## src/rtl/rns_pkg.sv

```systemverilog
// Shared definitions for the RNS FIR datapath.
//   RNS_B0..RNS_B3 : lane moduli (product 3368562317, CRT-compatible)
//   rns_t          : four packed 8-bit residues, lane 3 in the MSB
//   fir_state_t    : MAC sequencer states
package rns_pkg;

  localparam int unsigned RNS_B0 = 251;
  localparam int unsigned RNS_B1 = 241;
  localparam int unsigned RNS_B2 = 239;
  localparam int unsigned RNS_B3 = 233;
  localparam int unsigned RES_W  = 8;

  typedef struct packed {
    logic [RES_W-1:0] r3;
    logic [RES_W-1:0] r2;
    logic [RES_W-1:0] r1;
    logic [RES_W-1:0] r0;
  } rns_t;

  typedef enum logic [1:0] {
    IDLE,
    MAC,
    OUT
  } fir_state_t;

endpackage

```

## src/rtl/rns_mac_lane.sv

```systemverilog
// One residue lane of the MAC: mac_o = (acc_i + (a_i * b_i) mod M) mod M.
// Purely combinational.
//   acc_i : running accumulator residue, always < M
//   a_i   : sample residue (values >= M are legal)
//   b_i   : coefficient residue (values >= M are legal)
//   mac_o : updated accumulator residue, < M
module rns_mac_lane #(
  parameter int unsigned M = 251
) (
  input  logic [7:0] acc_i,
  input  logic [7:0] a_i,
  input  logic [7:0] b_i,
  output logic [7:0] mac_o
);

  logic [15:0] prod;
  logic [7:0]  prod_mod;
  logic [8:0]  sum;

  // Full reduction of the raw product handles unreduced inputs correctly.
  assign prod     = 16'(a_i) * 16'(b_i);
  assign prod_mod = 8'(prod % 16'(M));

  // Both addends are < M, so one conditional subtract is enough.
  assign sum   = 9'(acc_i) + 9'(prod_mod);
  assign mac_o = (sum >= 9'(M)) ? 8'(sum - 9'(M)) : sum[7:0];

endmodule

```

## src/rtl/rns_fir_mac.sv

```systemverilog
// Sequential RNS FIR stage: a TAPS-deep sample delay line and coefficient
// bank, walked one tap per cycle with a residue-wise multiply-accumulate.
// Optional feature macro: RNS_FIR_COEF_RDBACK_EN adds coef_rdata.
//   clk, rst          : clock, synchronous active-high reset
//   in_data/valid/ready  : RNS sample input handshake
//   coef_we/addr/data : coefficient write port (honoured in IDLE only)
//   out_data/valid/ready : RNS filter result handshake
//   coef_rdata        : (optional) combinational read of c[coef_addr]
module rns_fir_mac
  import rns_pkg::*;
#(
  parameter int unsigned B0   = RNS_B0,
  parameter int unsigned B1   = RNS_B1,
  parameter int unsigned B2   = RNS_B2,
  parameter int unsigned B3   = RNS_B3,
  parameter int unsigned TAPS = 8
) (
  input  logic                    clk,
  input  logic                    rst,
  input  logic [31:0]             in_data,
  input  logic                    in_valid,
  output logic                    in_ready,
  input  logic                    coef_we,
  input  logic [$clog2(TAPS)-1:0] coef_addr,
  input  logic [31:0]             coef_data,
  output logic [31:0]             out_data,
  output logic                    out_valid,
  input  logic                    out_ready
`ifdef RNS_FIR_COEF_RDBACK_EN
  ,
  output logic [31:0]             coef_rdata
`endif
);

  localparam int unsigned TAPW = $clog2(TAPS);

  fir_state_t      state_q;
  rns_t            d_q [TAPS];
  rns_t            c_q [TAPS];
  rns_t            acc_q;
  rns_t            acc_d;
  logic [TAPW-1:0] tap_q;
  logic            out_valid_q;
  rns_t            d_sel;
  rns_t            c_sel;
  logic            coef_addr_ok;

  assign d_sel        = d_q[tap_q];
  assign c_sel        = c_q[tap_q];
  assign coef_addr_ok = 32'(coef_addr) < TAPS;

  // One MAC lane per modulus.
  rns_mac_lane #(.M(B0)) u_lane0 (.acc_i(acc_q.r0), .a_i(d_sel.r0), .b_i(c_sel.r0), .mac_o(acc_d.r0));
  rns_mac_lane #(.M(B1)) u_lane1 (.acc_i(acc_q.r1), .a_i(d_sel.r1), .b_i(c_sel.r1), .mac_o(acc_d.r1));
  rns_mac_lane #(.M(B2)) u_lane2 (.acc_i(acc_q.r2), .a_i(d_sel.r2), .b_i(c_sel.r2), .mac_o(acc_d.r2));
  rns_mac_lane #(.M(B3)) u_lane3 (.acc_i(acc_q.r3), .a_i(d_sel.r3), .b_i(c_sel.r3), .mac_o(acc_d.r3));

  // Sequencer, storage and accumulator.
  always_ff @(posedge clk) begin
    if (rst) begin
      state_q     <= IDLE;
      tap_q       <= '0;
      acc_q       <= '0;
      out_valid_q <= 1'b0;
      for (int unsigned k = 0; k < TAPS; k++) begin
        d_q[k] <= '0;
        c_q[k] <= '0;
      end
    end else begin
      case (state_q)
        IDLE: begin
          if (coef_we && coef_addr_ok) begin
            c_q[coef_addr] <= coef_data;
          end
          if (in_valid) begin
            for (int unsigned k = 1; k < TAPS; k++) begin
              d_q[k] <= d_q[k-1];
            end
            d_q[0]  <= in_data;
            acc_q   <= '0;
            tap_q   <= '0;
            state_q <= MAC;
          end
        end
        MAC: begin
          acc_q <= acc_d;
          tap_q <= tap_q + TAPW'(1);
          if (tap_q == TAPW'(TAPS - 1)) begin
            state_q     <= OUT;
            out_valid_q <= 1'b1;
          end
        end
        OUT: begin
          if (out_ready) begin
            state_q     <= IDLE;
            out_valid_q <= 1'b0;
          end
        end
        default: state_q <= IDLE;
      endcase
    end
  end

  // in_ready is masked by rst so it is low throughout reset.
  assign in_ready  = (state_q == IDLE) && !rst;
  assign out_valid = out_valid_q;
  assign out_data  = acc_q;

`ifdef RNS_FIR_COEF_RDBACK_EN
  assign coef_rdata = coef_addr_ok ? c_q[coef_addr] : '0;
`endif

endmodule

```

## config.mk

```make
export PLATFORM = sky130hd
export DESIGN_NAME = rns_fir_mac
export DESIGN_NICKNAME = d
export VERILOG_FILES = /design/src/rtl/rns_pkg.sv /design/src/rtl/rns_mac_lane.sv /design/src/rtl/rns_fir_mac.sv
export SDC_FILE = /design/constraint.sdc
export NUM_CORES = 2
export LEC_CHECK = 0
export CORE_ASPECT_RATIO = 1.4
export CORE_MARGIN = 2
export CORE_UTILIZATION = 25
export DETAILED_ROUTE_END_ITERATION = 7
export PLACE_DENSITY_LB_ADDON = 0.1
export SLEW_MARGIN = 20
export SYNTH_ARGS = -nofsm -noshare
export SYNTH_HDL_FRONTEND = slang
export SYNTH_HIERARCHICAL = 1
export SYNTH_SLANG_ARGS = --single-unit
```

## constraint.sdc

```tcl
create_clock -name clk -period 34.6 [get_ports clk]
set_clock_uncertainty 0.05 [all_clocks]
set_input_delay 6.92 -clock clk [delete_from_list [all_inputs] [get_ports clk]]
set_output_delay 6.92 -clock clk [all_outputs]
set_load 0.005 [all_outputs]
```

==> impl_results.md <==
- Outcome: finished, final reports clean
- Skew-Pair Late Insertion Delay: 720 ps
- IO Port Bufs: 105
- Clock tree sinks: 553
- Synthesized area: 46760 µm²
- Core area: 185500 µm²
- Root buf cell: clkbuf_16
- Startpoint Class: register
- Seq cells post-synth: 553
- Hold-fix buffers at CTS: 0
- Post-DP Area: 50320 µm²
- Post-DP HPWL: 104900 µm
- Drt wl/cell: 20.71 µm
- Post-synthesis sequential area ratio: 33.27%
- Top delay family on crit path: compound AO/OA/AOI/OAI gates
- Worst setup EP type: register
- Period utilisation layout: 56.88%
- Met3 GRT Util: 1.772%
- Avg Inst Size Synth: 10.31 µm²
- WP data required: 35100 ps
- Antenna-violating nets left: 0
- RSZ-0062 raised after global routing: no
- Final Cell Area: 52250 µm²
- GR Layer Usage met2: 28.27%
- Hold Path Origin: d_q[5][30]
- Setup Fix Bufs, Post-CTS: 0
- Dominant synthesized flop cell: edfxtp_1
- Vias per Instance: 5.033
- Unique masters post-synth: between 150 and 200
- Cts bufs inserted: about 60
- CTS tree: built
- Met1 global-route usage: 18.21%
- Antenna violations before repair: 24
- Routability Congestion: 0.8029
- YS warnings: 6
- CP bufs+invs: 6
- Residual DRC: 0
- Cells after Synth: 4536
- First-pass GRT wire length: about 230000 µm
- DIE WIDTH: 369.5 µm
- Hold Path Class: register to register
- Asr flop ratio synth: 0%
- Share of cells above drive strength 1: ~12%
- Reg clk slew, reported paths: 60 ps
- Critical path's slowest cell: buf_4
- Vias in the first global route: between 30000 and 40000
- Nets: about 5000
- Synth Net Count: 4957
- Reg-to-reg slack, setup: approximately 15000 ps
- Drt first pass iters: 6
- Critical path class: register to register
- Crit path DAT: 20180 ps
- Io pins: about 110
- Max-slew violations: 0
- Peak fanout along the critical path: 46
- Minimum clock period: between 15000 and 20000 ps
- Area Overhead vs Synth: 11.75%
- Fmax achieved: 0.05081 GHz
- GRT overflow: 0
- Setup violations, final: 0
- Clock Path Buffers: 3
- Vias: about 35000
- Initial Util: 25.20%
- Setup TNS: 0 ps
- Worst Max-Slew Pin Slew: 985.9 ps
- H-tree levels: 2
- Most frequent cells in the layout: 483 x and2_1, 448 x edfxtp_1, 282 x nand2_1, 245 x inv_1, 233 x and3_1
- Initial DRC count: 1704
- Slowest stage delay, CP: 840 ps
- Post-synth EDFFs: 448
- Leading cell type in the layout, fill and taps excluded: and2_1
- Post-Route WL: ~150000 µm
- Gr busiest metal: met2
- Die height: 515.7 µm
- Relative slew margins: roughly a third
- Max Cap Viol: 0
- Rows: between 150 and 200
- Final-report hold violation count: 0
- Post_cts resized: 0
- Die ar.: 190600 µm²
- Largest net degree at the start of global routing: 195
- Total global-route track usage: between 15 and 20%
==> cells in the mapped netlist (all sizes together) (27+ instances only) <==
cell / number / area share, %
and2: 485 / 6.5
or3: 36 / 0.51
a22o: 68 / 1.3
nand3: 86 / 0.96
a21o: 67 / 1.1
a211oi: 52 / 1.1
clkbuf: 138 / 1.1
xor2: 62 / 1.2
and3: 233 / 3.1
o21ai: 149 / 1.6
nand2: 285 / 2.3
inv: 248 / 2.0
o211ai: 48 / 0.89
edfxtp: 448 / 29
mux2i: 45 / 0.99
mux4: 128 / 6.2
dfxtp: 105 / 4.5
a31oi: 59 / 0.88
nand4: 31 / 0.41
a22oi: 44 / 0.73
buf: 74 / 0.95
o31ai: 35 / 0.62
xnor2: 103 / 2.0
nor2: 210 / 1.7
nor4: 44 / 0.76
a21oi: 179 / 2.1
nand2b: 27 / 0.36
ha: 201 / 5.4
nor3: 117 / 1.4
o21a: 32 / 0.53
or2: 30 / 0.41
fa: 148 / 6.3
mux2: 85 / 2.1
==> cell families (layout without fill, tap and decap cells) <==
group | count (synthesis) | after routing | synth area share, %
muxes | 258 | 258 | 9.234
buffers and inverters | 461 | 509 | 4.086
DFF | 553 | 553 | 33.27
adders and majority gates | 351 | 351 | 11.76
xor gates and xnor gates | 165 | 165 | 3.211
other | 0 | 4 | 0
AOI/OAI and AO/OA | 1050 | 1050 | 17.79
and+or+nand+nor | 1698 | 1698 | 20.65
==> path summary, 6_finish.rpt <==
kind | cells after the start | end
max | 62 | out_data[31]
min | 1 | d_q[6][30]
max reg2reg | 62 | out_data[31]
min reg2reg | 1 | d_q[6][30]
==> metal layers <==
metal  vias to the layer above  part of all wire (%)
li1                      17090                     -
met1                     17730                    43
met2                       427                    52
met3                       170                   2.7
met4                        34                   1.9
met5                         -                  0.16
==> layout make-up <==
type,count,area [µm²]
Antenna cell,4,10.01
Clock buffer,76,1614
Clock inverter,38,304.0
Fill cell,19380,133300
Inverter,249,942.2
Multi-Input combinational cell,3522,29360
Sequential cell,553,15570
Tap cell,2457,3074
Timing Repair Buffer,146,1384
==> stage by stage <==
step / worst slack (ps) / utilization, % / cells / hold WS [ps]
6_report: 14920 / 28.16 / 7045 / 420.8
2_1_floorplan: 18200 / - / 4536 / 393.9
3_3_place_gp: 15170 / 27.12 / 6927 / 406.2
5_1_grt: 13290 / 28.16 / 7042 / 440.2
4_1_cts: 14910 / 28.16 / 7041 / 413.2
3_5_place_dp: 14960 / 27.12 / 6927 / 409.4
==> registers in the layout, summed over array words and instances (netlist names), named ones only <==
name	cells
c_q	256
d_q	256
out_data	32
tap_q	3
state_q	2
out_valid	1
Power is not shown: default switching activity piles up to over one toggle a cycle in this logic, so the estimate is an artifact.
